==> config.mk <==
export PLATFORM = sky130hd
export DESIGN_NAME = vector_instr_queue
export DESIGN_NICKNAME = d
export VERILOG_FILES = /design/src/rtl/vector_issue_pkg.sv /design/src/rtl/viq_storage.sv /design/src/rtl/vector_instr_queue.sv
export SDC_FILE = /design/constraint.sdc
export NUM_CORES = 1
export LEC_CHECK = 0
export CORE_MARGIN = 2
export CORE_UTILIZATION = 60
export DETAILED_ROUTE_END_ITERATION = 6
export PLACE_DENSITY = 0.83
export SLEW_MARGIN = 30
export SYNTH_ARGS = -nofsm -noshare
export SYNTH_HDL_FRONTEND = slang
export SYNTH_SLANG_ARGS = --single-unit
export TNS_END_PERCENT = 100
==> constraint.sdc <==
create_clock -name clk -period 33.5 [get_ports clk]
set_input_delay 6.7 -clock clk [delete_from_list [all_inputs] [get_ports clk]]
set_output_delay 6.7 -clock clk [all_outputs]
set_load 0.03 [all_outputs]
==> src/rtl/vector_issue_pkg.sv <==
// vector_issue_pkg: shared constants and types for the vector instruction issue path.
// Rev 1.0
`default_nettype none

package vector_issue_pkg;
  localparam int unsigned VIQ_DEPTH  = 8;
  localparam int unsigned VIQ_DATA_W = 96;

  typedef logic [VIQ_DATA_W-1:0] viq_instr_t;

  // Pointer width for a power-of-two depth; a depth of 1 still needs one bit.
  function automatic int unsigned viq_ptr_w(input int unsigned depth);
    return (depth < 2) ? 1 : $clog2(depth);
  endfunction

  localparam int unsigned VIQ_PTR_W = viq_ptr_w(VIQ_DEPTH);
endpackage

`default_nettype wire

==> src/rtl/viq_storage.sv <==
// viq_storage: DEPTH x WIDTH register array, one write port, one asynchronous read port.
// Rev 1.0
`default_nettype none

module viq_storage
  import vector_issue_pkg::*;
#(
  parameter int unsigned WIDTH = VIQ_DATA_W,
  parameter int unsigned DEPTH = VIQ_DEPTH,
  parameter int unsigned PTR_W = viq_ptr_w(DEPTH)
)(
  input  logic             clk,
  input  logic             i_we,
  input  logic [PTR_W-1:0] i_waddr,
  input  logic [WIDTH-1:0] i_wdata,
  input  logic [PTR_W-1:0] i_raddr,
  output logic [WIDTH-1:0] o_rdata
);
  logic [WIDTH-1:0] r_mem [DEPTH];

  always_ff @(posedge clk) begin
    if (i_we) begin
      r_mem[i_waddr] <= i_wdata;
    end
  end

  assign o_rdata = r_mem[i_raddr];
endmodule

`default_nettype wire

==> src/rtl/vector_instr_queue.sv <==
// vector_instr_queue: circular instruction FIFO between scalar core and vector dispatch.
// Define VIQ_BYPASS_EN for same-cycle empty-queue bypass. Rev 1.0
`default_nettype none

module vector_instr_queue
  import vector_issue_pkg::*;
#(
  parameter int unsigned DATA_FROM_SCALAR = $bits(viq_instr_t),
  parameter int unsigned DEPTH            = VIQ_DEPTH
)(
  input  logic                          clk,
  input  logic                          rst,
  input  logic                          push_valid,
  input  logic [DATA_FROM_SCALAR-1:0]   push_data,
  output logic                          push_ready,
  input  logic                          flush,
  output logic [DATA_FROM_SCALAR-1:0]   instruction,
  output logic                          valid_fifo,
  input  logic                          ready,
  output logic [$clog2(DEPTH+1)-1:0]    count,
  output logic                          full,
  output logic                          empty
);
  localparam int unsigned PTR_W = viq_ptr_w(DEPTH);
  localparam int unsigned CNT_W = $clog2(DEPTH + 1);
  localparam logic [CNT_W-1:0] FULL_CNT = CNT_W'(DEPTH);

  logic [PTR_W-1:0]            r_wptr;
  logic [PTR_W-1:0]            r_rptr;
  logic [CNT_W-1:0]            r_count;
  logic [DATA_FROM_SCALAR-1:0] w_rdata;
  logic                        w_full;
  logic                        w_empty;
  logic                        w_bypass;
  logic                        w_valid;
  logic                        w_push_fire;
  logic                        w_pop_fire;
  logic                        w_wr_en;
  logic                        w_rd_adv;

  assign w_full  = (r_count == FULL_CNT);
  assign w_empty = (r_count == '0);

`ifdef VIQ_BYPASS_EN
  assign w_bypass = w_empty && push_valid;
`else
  assign w_bypass = 1'b0;
`endif

  assign w_valid     = !w_empty || w_bypass;
  assign push_ready  = !w_full && !flush;
  assign w_push_fire = push_valid && push_ready;
  assign w_pop_fire  = w_valid && ready;
  // A bypassed word consumed in the same cycle never touches storage.
  assign w_wr_en     = w_push_fire && !(w_bypass && ready);
  assign w_rd_adv    = w_pop_fire && !w_empty;

  always_ff @(posedge clk) begin
    if (rst) begin
      r_wptr  <= '0;
      r_rptr  <= '0;
      r_count <= '0;
    end else if (flush) begin
      r_wptr  <= '0;
      r_rptr  <= '0;
      r_count <= '0;
    end else begin
      if (w_wr_en) begin
        r_wptr <= r_wptr + PTR_W'(1);
      end
      if (w_rd_adv) begin
        r_rptr <= r_rptr + PTR_W'(1);
      end
      case ({w_wr_en, w_rd_adv})
        2'b10:   r_count <= r_count + CNT_W'(1);
        2'b01:   r_count <= r_count - CNT_W'(1);
        default: r_count <= r_count;
      endcase
    end
  end

  viq_storage #(
    .WIDTH (DATA_FROM_SCALAR),
    .DEPTH (DEPTH),
    .PTR_W (PTR_W)
  ) u_storage (
    .clk     (clk),
    .i_we    (w_wr_en),
    .i_waddr (r_wptr),
    .i_wdata (push_data),
    .i_raddr (r_rptr),
    .o_rdata (w_rdata)
  );

  assign valid_fifo  = w_valid;
  assign instruction = !w_valid ? '0 : (w_bypass ? push_data : w_rdata);
  assign count       = r_count;
  assign full        = w_full;
  assign empty       = w_empty;
endmodule

`default_nettype wire

==> key figures <==
Global route
  • Grt ovf: 0
  • Vias in the first global route: about 15000
  • Largest net degree at the start of global routing: 67
  • Initial antenna violation count: 6
  • First-pass GRT wire length: around 90000 microns
  • GRT Util Overall: 0.2416

Timing
  • RSZ-0062 raised after global routing: no
  • Relative slew slack: 0.3647
  • Setup_tns: 0 ps
  • Period utilization: 0.4416
  • Crit path time final: ~15000 ps
  • Fin. max-slew vios: 0
  • Post-route worst setup slack: about 19000 ps
  • Final setup fails: 0
  • Clock Skew: roughly 19 ps
  • Fmax: around 68 MHz
  • Worst-margin pin slew: ~950 ps
  • Final Hold Vio Count: 0

Synth
  • Syn Std Cell Area: around 0.030 sq mm
  • Main flop type after synthesis: edfxtp_1
  • Number of flops mapped to enable cells by yosys: about 770
  • Synth Register Bits: 781
  • Sequential fraction of the synthesis area: 0.7845
  • Yosys warnings: 0
  • Synth cell types: 35
  • Syn Nets: between 1000 and 1500
  • Cells after Synth: ~1300
  • Mean Syn Cell Area: between 20 and 25 sq um
  • Share of synthesized registers carrying an async set or reset: 0

Layout
  • Fin cells: between 2000 and 2500
  • Share of layout cells above drive strength 1: 0.2177
  • Layout Nets: 1644
  • Area delta synth->final: 18.21%
  • Design Area, Final: 0.03515 sq mm

Route
  • Via count: roughly 14000
  • Drt first pass iters: 5
  • WL per Instance: about 27 microns
  • Detailed-route wire length: 60280 microns
  • Antenna viol nets, final: 0
  • DRT iter0 DRCs: 1193
  • Drt drc: 0
  • Via-to-Cell Ratio: 6.106

Place
  • DP Wirelength: approximately 31000 microns
  • IO buf count: around 200
  • Pre-CTS setup slack: roughly 19000 ps
  • Placed standard-cell area: 0.03251 sq mm
  • Placed cell count: ~2100
  • Gp weighted congestion: 0.7428

CTS
  • CTS tree: yes
  • CTS clk-pin slew, worst paths: around 60 ps
  • Clock Latency Late Sink: approximately 620 ps
  • H-Tree Depth: 3
  • Worst-case clock buffer depth: 3
  • Clock sinks: between 700 and 800
  • # resized after CTS: 0
  • CTS Hold Bufs: 0
  • Setup repair bufs after CTS: 0
  • Cts bufs inserted: 78
  • Clk root buf: clkbuf_16

Critical path
  • Endpoint class of the critical path: primary output
  • CP Buf/Inv Count: 2
  • R2R setup slack: ~30000 ps
  • Cell repeated most along the worst path: clkdlybuf4s50_1
  • Crit path max-delay cell type: clkdlybuf4s50_1
  • Worst-path cell chain: clkdlybuf4s50_1, nor2_1, clkdlybuf4s50_1
  • CP Launch Type: input port
  • R2R Path End: u_storage.r_mem[4][48]
  • Crit Path Class: in -> out
  • Worst-path fanout max: 4
  • Required @ worst endpoint: about 27000 ps
  • Largest delay contributor family on the critical path: buffers and inverters
  • Arrival time at the worst endpoint: about 8100 ps
  • CP peak stage delay: between 700 and 800 ps
  • Worst R2R Path Depth: 7
  • Reg2reg start: count[0]

Die
  • Initial core utilization: 0.6073
  • Die X: approximately 230 microns
  • # IOs: between 200 and 250
  • Die height: ~230 microns
  • Core Area: between 0.04 and 0.05 sq mm
  • Die area: 0.05135 sq mm
  • Standard-cell rows: around 80

Pwr
  • Clock power share: 0.428
  • Switching share of total power: 0.1978
  • Cell-internal power: 1.627 mW
  • PwrDens: 57.73 mW/mm^2
  • Sequential share of power: 0.534
  • Maximum vdd drop: 57.76 uV
  • Logic pwr share: 0.039
  • NetSw: 401.4 uW
  • LEAKAGE: 10.65 nW

Min path
  • Hold WC Path Type: reg -> reg
  • Hold path depth: 2
  • Worst hold start: count[3]
  • Hold EP: count[3]

Outcome
  • Status: finished clean

Run
  • Max Cap Viol: 0
-- registers in the layout, summed over array words and instances (netlist names), named ones only --
signal / flops
r_rptr: 3
count: 4
u_storage.r_mem: 768
r_wptr: 3
-- synthesized netlist by cell type (all sizes together) (3+ instances only) --
cell | number | area, sq um
nor3 | 4 | 20.02
mux2i | 98 | 980.9
ha | 5 | 62.56
mux4 | 192 | 4324
nand3 | 5 | 30.03
nand2b | 3 | 18.77
a21oi | 3 | 15.01
clkbuf | 27 | 101.4
nand2 | 3 | 11.26
dfxtp | 13 | 260.3
inv | 3 | 11.26
xor2 | 5 | 43.79
edfxtp | 768 | 23060
nor2 | 110 | 412.9
buf | 41 | 244.0
-- layout by cell type (no fill, tap or decap), types with 2 or more instances in the layout --
| master | n |
|---|---|
| mux4_2 | 192 |
| mux2i_1 | 98 |
| bufinv_16 | 8 |
| nor2_1 | 107 |
| edfxtp_1 | 768 |
| nand3_1 | 4 |
| buf_6 | 6 |
| clkinv_2 | 14 |
| nor2_4 | 3 |
| buf_4 | 19 |
| clkinvlp_4 | 3 |
| clkinv_4 | 2 |
| clkinv_1 | 18 |
| clkdlybuf4s50_1 | 204 |
| ha_1 | 5 |
| clkbuf_16 | 82 |
| nand2b_1 | 3 |
| nor3_2 | 4 |
| inv_6 | 2 |
| clkbuf_8 | 2 |
| dfxtp_1 | 10 |
| dfxtp_4 | 3 |
| nand2_1 | 3 |
| a21oi_1 | 3 |
| xor2_1 | 5 |
| clkbuf_1 | 13 |
| inv_1 | 2 |
| diode_2 | 6 |
-- worst max-delay path by stage --
stage / from / to / slack [ps] / depth (start not counted)
floorplan: flush / u_storage.r_mem[0][0] / 16740 / 3
global placement: flush / push_ready / 18720 / 3
detailed placement: flush / push_ready / 18720 / 3
CTS: flush / push_ready / 18720 / 3
global route: flush / push_ready / 18630 / 3
finish: flush / push_ready / 18710 / 3
-- routing by layer --
metal | up-vias | routed length, microns | share of wire | GRT usage
li1 | 5917 | - | - | -
met1 | 7316 | 23630 | 0.39 | 0.3199
met2 | 547 | 31140 | 0.52 | 0.4097
met3 | 94 | 4227 | 0.070 | 0.05455
met4 | 4 | 1241 | 0.021 | 0.06770
met5 | - | 26 | 0.00043 | 0
-- worst min-delay path, delay by kind of cell (launching register included) --
kind             cells  cell delay, ps
AO/OA/AOI/OAI        1              50
AND/OR/NAND/NOR      1              70
flip-flops           1             350
-- final cells by class --
type / count / area, sq um
clock inverter: 48 / 451.7
clock buffer: 97 / 2128
multi-input combinational: 444 / 6100
antenna: 6 / 15.01
timing repair buffer: 230 / 2272
sequential: 781 / 23330
fill: 2810 / 13810
inverter: 3 / 13.76
tap: 664 / 830.8
-- through the flow --
step,total power [mW],util,hold slack [ps]
2_1_floorplan,1.142,-,484.7
3_3_place_gp,1.179,0.6641,495.0
3_5_place_dp,1.182,0.6641,496.7
4_1_cts,2.045,0.7168,507.2
5_1_grt,2.087,0.7178,551.7
6_report,2.029,0.7180,513.5
-- cells by family after synthesis --
logic type | count (synthesis) | share of synthesized area
flops | 781 | 0.7845
fa+ha+maj | 5 | 0.002104
mux | 290 | 0.1784
compound gates | 7 | 0.001515
simple gates | 135 | 0.01915
xor+xnor | 7 | 0.002315
buf+inv | 71 | 0.01199
-- power groups by stage --
stage | logic, mW | clock network (mW) | registers [mW]
3_5_place_dp | 0.0780 | 0 | 1.10
2_1_floorplan | 0.0374 | 0 | 1.10
3_3_place_gp | 0.0756 | 0 | 1.10
5_1_grt | 0.0836 | 0.921 | 1.08
4_1_cts | 0.0787 | 0.883 | 1.08
6_report | 0.0784 | 0.868 | 1.08
Power figures use the tool's default switching activity.
